`src/rtl/output_compare_pkg.sv`:
```
// Shared definitions for the output-compare channel: default counter width,
// match-action encodings and the compare register reset constant.
package output_compare_pkg;

  // Default counter / compare register width
  localparam int OC_CNT_WIDTH = 16;

  // Action taken on o_oc_pin when the counter matches the compare value
  typedef enum logic [1:0] {
    OC_MODE_SET = 2'b00,
    OC_MODE_CLR = 2'b01,
    OC_MODE_TGL = 2'b10,
    OC_MODE_PLS = 2'b11
  } oc_mode_e;

  // Compare registers come out of reset at all-ones so that a freshly reset
  // channel does not fire until the counter has run the full range.
  localparam logic [OC_CNT_WIDTH-1:0] OC_CMP_RST = {OC_CNT_WIDTH{1'b1}};

endpackage

```
`src/rtl/output_compare_oc_pulse_timer.sv`:
```
// Pulse-length down-counter for the output-compare channel.
// A trigger (re)loads the timer and raises active; active stays high for
// PULSE_LEN cycles. expired marks the last active cycle so the owner can drop
// its pin on the following edge. abort zeroes the timer immediately.
module oc_pulse_timer #(
  parameter int PULSE_LEN = 4
) (
  input  logic clk,
  input  logic reset,
  input  logic trigger,
  input  logic abort,
  output logic active,
  output logic expired
);

  // Timer loads with PULSE_LEN-1: the load cycle itself is the first high cycle
  localparam logic [7:0] LOAD_VAL = 8'(PULSE_LEN - 1);

  logic [7:0] count_reg;
  logic [7:0] count_next;
  logic       active_reg;
  logic       active_next;

  // Next-state: abort beats trigger, trigger beats countdown (retrigger reloads)
  always_comb begin
    count_next  = count_reg;
    active_next = active_reg;
    if (abort) begin
      count_next  = 8'd0;
      active_next = 1'b0;
    end else if (trigger) begin
      count_next  = LOAD_VAL;
      active_next = 1'b1;
    end else if (active_reg) begin
      if (count_reg == 8'd0) begin
        active_next = 1'b0;
      end else begin
        count_next = count_reg - 8'd1;
      end
    end
  end

  // State register with synchronous reset
  always_ff @(posedge clk) begin
    if (reset) begin
      count_reg  <= 8'd0;
      active_reg <= 1'b0;
    end else begin
      count_reg  <= count_next;
      active_reg <= active_next;
    end
  end

  assign active  = active_reg;
  assign expired = active_reg && (count_reg == 8'd0);

endmodule

```
`src/rtl/output_compare.sv`:
```
// Output-compare channel: free-running counter, compare register, match
// detect, pin action (set/clear/toggle/pulse) and sticky match/wrap flags.
// Optional build macro OC_PRELOAD_EN: compare writes go to a shadow register
// that is copied to the active compare on a counter wrap or on i_clr.
module output_compare
  import output_compare_pkg::*;
#(
  parameter int CNT_WIDTH = OC_CNT_WIDTH,
  parameter int PULSE_LEN = 4
) (
  input  logic                 i_sysclk,
  input  logic                 i_sysrst,
  input  logic                 i_cnt_en,
  input  logic                 i_clr,
  input  logic                 i_cmp_we,
  input  logic [CNT_WIDTH-1:0] i_cmp_data,
  input  logic [1:0]           i_mode,
  input  logic                 i_flg_clr,
  output logic                 o_oc_pin,
  output logic                 o_oc_flg,
  output logic                 o_ovf_flg,
  output logic [CNT_WIDTH-1:0] o_cnt_data
);

  localparam logic [CNT_WIDTH-1:0] CMP_RST  = {CNT_WIDTH{1'b1}};
  localparam logic [CNT_WIDTH-1:0] CNT_MAX  = {CNT_WIDTH{1'b1}};
  localparam logic [CNT_WIDTH-1:0] CNT_ZERO = {CNT_WIDTH{1'b0}};

  logic [CNT_WIDTH-1:0] cnt_reg;
  logic [CNT_WIDTH-1:0] cnt_next;
  logic [CNT_WIDTH-1:0] cmp_active_reg;
  logic [CNT_WIDTH-1:0] cmp_active_next;
  logic                 pin_reg;
  logic                 pin_next;
  logic                 oc_flg_reg;
  logic                 oc_flg_next;
  logic                 ovf_flg_reg;
  logic                 ovf_flg_next;

  oc_mode_e mode;
  logic     match;
  logic     wrap;
  logic     pls_trigger;
  logic     pls_abort;
  logic     pls_active;
  logic     pls_expired;

  assign mode = oc_mode_e'(i_mode);

  // A match needs the counter to be running, so a counter parked on the
  // compare value produces one event per visit, not one per cycle.
  assign match = i_cnt_en && (cnt_reg == cmp_active_reg);

  // A wrap is only a natural increment past the top; i_clr is not a wrap.
  assign wrap = i_cnt_en && !i_clr && (cnt_reg == CNT_MAX);

  // Counter: clear has priority over enable
  always_comb begin
    cnt_next = cnt_reg;
    if (i_clr) begin
      cnt_next = CNT_ZERO;
    end else if (i_cnt_en) begin
      cnt_next = cnt_reg + 1'b1;
    end
  end

`ifdef OC_PRELOAD_EN
  logic [CNT_WIDTH-1:0] cmp_shadow_reg;
  logic [CNT_WIDTH-1:0] cmp_shadow_next;

  // Shadow compare: writes land here; the active compare picks up the
  // pre-write shadow on a wrap or clear so a period change never glitches.
  always_comb begin
    cmp_shadow_next = cmp_shadow_reg;
    cmp_active_next = cmp_active_reg;
    if (i_cmp_we) begin
      cmp_shadow_next = i_cmp_data;
    end
    if (wrap || i_clr) begin
      cmp_active_next = cmp_shadow_reg;
    end
  end

  // Shadow register
  always_ff @(posedge i_sysclk) begin
    if (i_sysrst) begin
      cmp_shadow_reg <= CMP_RST;
    end else begin
      cmp_shadow_reg <= cmp_shadow_next;
    end
  end
`else
  // Direct compare write: a match this cycle still sees the old value
  always_comb begin
    cmp_active_next = cmp_active_reg;
    if (i_cmp_we) begin
      cmp_active_next = i_cmp_data;
    end
  end
`endif

  // Pin action on match; in pulse mode the timer expiry drops the pin
  always_comb begin
    pin_next    = pin_reg;
    pls_trigger = 1'b0;
    pls_abort   = 1'b0;
    case (mode)
      OC_MODE_SET: begin
        pls_abort = 1'b1;
        if (match) pin_next = 1'b1;
      end
      OC_MODE_CLR: begin
        pls_abort = 1'b1;
        if (match) pin_next = 1'b0;
      end
      OC_MODE_TGL: begin
        pls_abort = 1'b1;
        if (match) pin_next = ~pin_reg;
      end
      OC_MODE_PLS: begin
        if (match) begin
          pin_next    = 1'b1;
          pls_trigger = 1'b1;
        end else if (pls_expired) begin
          pin_next = 1'b0;
        end
      end
      default: begin
        pls_abort = 1'b1;
      end
    endcase
  end

  // Sticky flags: a new set event wins over a same-cycle clear request
  always_comb begin
    oc_flg_next  = oc_flg_reg;
    ovf_flg_next = ovf_flg_reg;
    if (match) begin
      oc_flg_next = 1'b1;
    end else if (i_flg_clr) begin
      oc_flg_next = 1'b0;
    end
    if (wrap) begin
      ovf_flg_next = 1'b1;
    end else if (i_flg_clr) begin
      ovf_flg_next = 1'b0;
    end
  end

  // Main state registers with synchronous reset
  always_ff @(posedge i_sysclk) begin
    if (i_sysrst) begin
      cnt_reg        <= CNT_ZERO;
      cmp_active_reg <= CMP_RST;
      pin_reg        <= 1'b0;
      oc_flg_reg     <= 1'b0;
      ovf_flg_reg    <= 1'b0;
    end else begin
      cnt_reg        <= cnt_next;
      cmp_active_reg <= cmp_active_next;
      pin_reg        <= pin_next;
      oc_flg_reg     <= oc_flg_next;
      ovf_flg_reg    <= ovf_flg_next;
    end
  end

  oc_pulse_timer #(
    .PULSE_LEN (PULSE_LEN)
  ) u_pulse_timer (
    .clk     (i_sysclk),
    .reset   (i_sysrst),
    .trigger (pls_trigger),
    .abort   (pls_abort),
    .active  (pls_active),
    .expired (pls_expired)
  );

  // pls_active is kept for observability; the pin path only needs expiry
  logic unused_ok;
  assign unused_ok = pls_active;

  assign o_oc_pin   = pin_reg;
  assign o_oc_flg   = oc_flg_reg;
  assign o_ovf_flg  = ovf_flg_reg;
  assign o_cnt_data = cnt_reg;

endmodule

```
`config.mk`:
```
export PLATFORM = sky130hd
export DESIGN_NAME = output_compare
export DESIGN_NICKNAME = d
export VERILOG_FILES = /design/src/rtl/output_compare_pkg.sv /design/src/rtl/output_compare_oc_pulse_timer.sv /design/src/rtl/output_compare.sv
export SDC_FILE = /design/constraint.sdc
export NUM_CORES = 1
export LEC_CHECK = 0
export ABC_CLOCK_PERIOD_IN_PS = 3850
export CORE_ASPECT_RATIO = 0.9
export CORE_UTILIZATION = 57
export CTS_BUF_LIST = sky130_fd_sc_hd__clkbuf_8
export DETAILED_ROUTE_END_ITERATION = 8
export PLACE_DENSITY = 0.95
export SLEW_MARGIN = 10
export SYNTH_ARGS = -nofsm -noshare
export SYNTH_HDL_FRONTEND = slang
export SYNTH_SLANG_ARGS = --single-unit
```
`constraint.sdc`:
```
create_clock -name i_sysclk -period 3.85 [get_ports i_sysclk]
set_input_delay 0.77 -clock i_sysclk [delete_from_list [all_inputs] [get_ports i_sysclk]]
set_output_delay 0.77 -clock i_sysclk [all_outputs]
set_load 0.01 [all_outputs]
```
---- Yosys cells after proc, flatten, opt, wreduce, memory -nomap -nowiden ----
Cells that the tools add are included.
storage, ports and cells
  flip-flop bits (word level) ............. 44
  input port bits ......................... 24
  output and inout port bits .............. 19
  logic and storage cells ................. 57
cells by class
  add/sub/neg operators ................... 2
  equality and inequality tests ........... 10
  muxes and demuxes ....................... 18
  bitwise gates (word level) .............. 2
  reduce and logical (&&, ||, !) cells .... 17
operators with widths
  operator                 number
  $add A16 B1 Y16 const B  1
  $eq A16 B16 Y1           1
  $eq A16 B16 Y1 const B   1
  $mux W1                  14
  $logic_not A8 Y1         1
  $ne A2 B2 Y1 const B     4
  $sub A8 B1 Y8 const B    1
  $mux W2                  3
  $reduce_bool A2 Y1       3
  $reduce_or A3 Y1         2
  $eq A2 B2 Y1 const B     2
  $logic_and A1 B1 Y1      4
  $pmux W1 S4              1
  $reduce_and A2 Y1        2
  $reduce_and A4 Y1        1
  $reduce_or A2 Y1         2
  $ne A3 B3 Y1 const B     1
  $eq A2 B1 Y1 const B     1
  $logic_not A2 Y1         1
  $not A1 Y1               2
  $logic_not A1 Y1         1

---- Depth between registers and ports, before layout ----
  word-level depth ........................ 6
  mapped depth ............................ 7

---- By module ----
Synthesis repeated with hierarchy kept, for this count alone.
second synthesis, totals
  cells, all modules ...................... 229
  area, all modules ....................... 2128.3 um^2
by module, submodules not included
  module          times used  cells each  area each (um^2)  sequential area each (um^2)
  output_compare  1           169         1604.0            700.7
  oc_pulse_timer  1           60          524.3             180.2

---- Least setup slack after synthesis ----
OpenSTA, ideal clock, no wires.
  kind .................................... input port to flip-flop
  start ................................... in i_cnt_en
  end ..................................... reg cnt_reg[14] (netlist: o_cnt_data[14])
  library setup time ...................... 0.128 ns
  data arrival time ....................... 1.797 ns
  data required time ...................... 3.722 ns
  path slack .............................. 1.925 ns
  stages on the path ...................... 6
  cells stage by stage .................... buf_2 -> nand3_1 -> or3_1 -> nor3_1 -> xnor2_1 -> nor2_1
RTL lines
  what                    RTL line               text
  start: declaration      output_compare.sv:13   input logic i_cnt_en,
  end signal: assignment  output_compare.sv:159  cnt_reg <= cnt_next;
  end: declaration        output_compare.sv:29   logic [CNT_WIDTH-1:0] cnt_reg;

==> flow_summary.yaml <==
outcome:
  status: "finished, final reports clean"
yosys:
  synth-edff-count: 0
  ys_async_sr_fraction: 0
  netlist_instances: 223
  syn_nets: 250
  yosysTopAreaCell: "dfxtp_1"
  syn_avg_cell_area_um2: 9.314
  ys_seq_area_frac: 0.4241
  synth.top_cell.area_share: 0.4241
  yosys_warnings: 0
  synth_area_leaders: "dfxtp_1 42%, xor2_1 11%, a211o_1 6.7%"
  synthFlopType: "dfxtp_1"
  syn-cell-area_um2: 2077
  ys_types: 35
  synth-seq-cells: 44
setup_path:
  worstSetupStartpointType: "primary input"
  cp.arrival_ns: 2.57
  rr_startpoint: "u_pulse_timer.count_reg[0]"
  path_max_fanout: 8
  critPathKind: "primary input to flop"
  r2r_end: "u_pulse_timer.count_reg[3]"
  endpoint_kind: "flop"
  required_ns: 4.03
  r2r_cells: 7
  r2r_slack_ns: 1.90
die:
  die_area_um2: 3890
  core_um2: 3428
  chipWidth_um: 65.63
  ios: 43
  rows: 20
  start_util: 0.6058
  die_y_um: 59.27
detailed_routing:
  firstDrtPassIters: 4
  wl_um: 4552
  drc: 0
  drt-initial-drc-count: 68
  antenna_left: 0
  via_count: 1727
  avgViaCountPerCell: 5.625
  drt-wirelength-per-cell_um: 14.83
clock_network:
  cts_setup_buffers: 0
  clock_sinks: 44
  cts_root_buf: "clkbuf_8"
  path_clk_slew_ns: 0.07
  cts_buffers: 5
  tritoncts: "built"
  clockBufferDepth: 2
  cts_resized: 0
  cts.htree.levels: 2
  postCtsHoldBufs: 0
  clock_latency_ns: 0.30
timing:
  whs_ns: 0.4871
  final.setup.tns_ns: 0
  slew_viol_final: 0
  relSlewSlack: 0.2471
  finClkSkew_ns: 0.005815
  finalCritPeriodShare: 0.6222
  worstMarginPinSlew_ns: 1.126
  post-route-min-period_ns: 2.396
  hold_viol_final: 0
  fmax_mhz: 417.4
  grt_setup_unrepaired: "false"
  setup_viol: 0
power:
  pwr-share-comb: 0.091
  p_leak_nw: 0.9362
  ir_drop_mv: 0.2687
  power_density_nw_per_um2: 330.4
  p_sw_mw: 0.1917
  netSwitchingFraction: 0.2220
  power.internal_mw: 0.6715
  seq_power_share: 0.552
  clock_power_share: 0.357
run:
  drv_cap: 0
final_layout:
  antenna_cells: 0
  area_growth_syn_to_layout_pct: 25.78
  fill_cells: 240
  nets: 290
  drive_above_1_share: 0.05703
  fin_cells: 307
placement:
  io_buffers: 42
  dp_cells: 300
  place_congestion: 0.8096
  hpwlAfterDp_um: 3319
hold_path:
  min-delay-start: "o_ovf_flg"
  hold_class: "flop to flop"
  min_to: "o_ovf_flg"
  worstHoldPathCells: 2
grt:
  grt-ovfl-total: 0
  antenna_found_initial: 0
  grt_pass1_vias: 1678
  gr-usage-all-layers: 0.2664
  grt_pass1_wl_um: 7562
  grt_max_degree: 33
==> power by group through the flow <==
stage,logic (mW),clock network [mW],registers [mW]
floorplan,0.0430,0,0.485
global placement,0.0748,0,0.486
detailed placement,0.0781,0,0.487
CTS,0.0787,0.313,0.476
global route,0.0859,0.333,0.478
finish,0.0786,0.308,0.477
==> cells by family (layout without fill, tap and decap cells) <==
kind of cell / after synthesis / count (layout) / share of synthesized area
xor+xnor: 34 / 34 / 0.1434
mux: 3 / 3 / 0.01446
fa+ha+maj: 3 / 3 / 0.01807
compound gates: 32 / 32 / 0.1241
simple gates: 94 / 94 / 0.2512
buf+inv: 13 / 53 / 0.02469
flops: 44 / 44 / 0.4241
==> Yosys cell counts (all sizes together), types with 3 or more instances <==
master	n
ha	3
xnor2	7
nand2	11
nor2	27
a21oi	9
nand4	6
nand2b	3
o21ai	4
and3	3
dfxtp	44
nor4	7
nor2b	16
xor2	27
inv	4
mux2i	3
clkbuf	7
or3	5
a211o	16
nand4b	3
==> worst max-delay path, stage by stage <==
cell             delay, ns
clkdlybuf4s50_1       0.65
nand4_1               0.26
nor3_1                0.45
nand4_1               0.20
xor2_1                0.18
nor2_1                0.06
==> layout make-up <==
cell class	count	area (um^2)	area share
timing repair buffer	42	420.4	0.1609
inverter	4	15.01	0.005747
sequential	44	880.8	0.3372
tap	44	55.05	0.02107
clock buffer	7	96.34	0.03688
multi-input combinational	166	1145	0.4382
==> placed cells by master, fill, tap and decap left out, drive strengths merged <==
master / instances
or2: 2
o21ai: 4
a21oi: 9
inv: 4
nand3: 2
nor2: 27
nor4b: 2
clkdlybuf4s50: 42
nor3: 2
a211o: 16
nand2b: 3
xor2: 27
nor2b: 16
or3: 5
or4b: 1
dfxtp: 44
clkbuf: 7
mux2i: 3
nand2: 11
xnor2: 7
o41ai: 2
ha: 3
nand3b: 1
o31ai: 1
nor3b: 2
and3: 3
nand4: 6
or4: 1
nor4: 7
nand4b: 3
==> through the flow <==
stage	total power, mW	instance area [um^2]	setup slack (ns)	util
3_3_place_gp	0.5612	2516	1.323	0.7339
4_1_cts	0.8677	2613	1.459	0.7620
3_5_place_dp	0.5652	2516	1.171	0.7339
6_report	0.8632	2613	1.454	0.7620
5_1_grt	0.8962	2613	1.336	0.7620
2_1_floorplan	0.5278	2077	1.925	-
==> per-layer routing <==
layer | GRT usage | wire length [um]
met5 | 0 | 0
met3 | 0.08462 | 204
met1 | 0.3197 | 2075
met2 | 0.4606 | 2226
met4 | 0.06832 | 46
==> worst max path at each step <==
stage	startpoint	to	slack, ns	cells after the start
6_report	i_cnt_en	o_cnt_data[15]	1.45	6
5_1_grt	i_cnt_en	o_cnt_data[13]	1.34	6
4_1_cts	i_cnt_en	o_cnt_data[15]	1.46	6
3_5_place_dp	i_cnt_en	o_cnt_data[15]	1.17	6
3_3_place_gp	i_cnt_en	o_cnt_data[15]	1.32	6
2_1_floorplan	i_cnt_en	o_cnt_data[14]	1.93	6
Note: power is estimated with default switching activity, not from simulation.
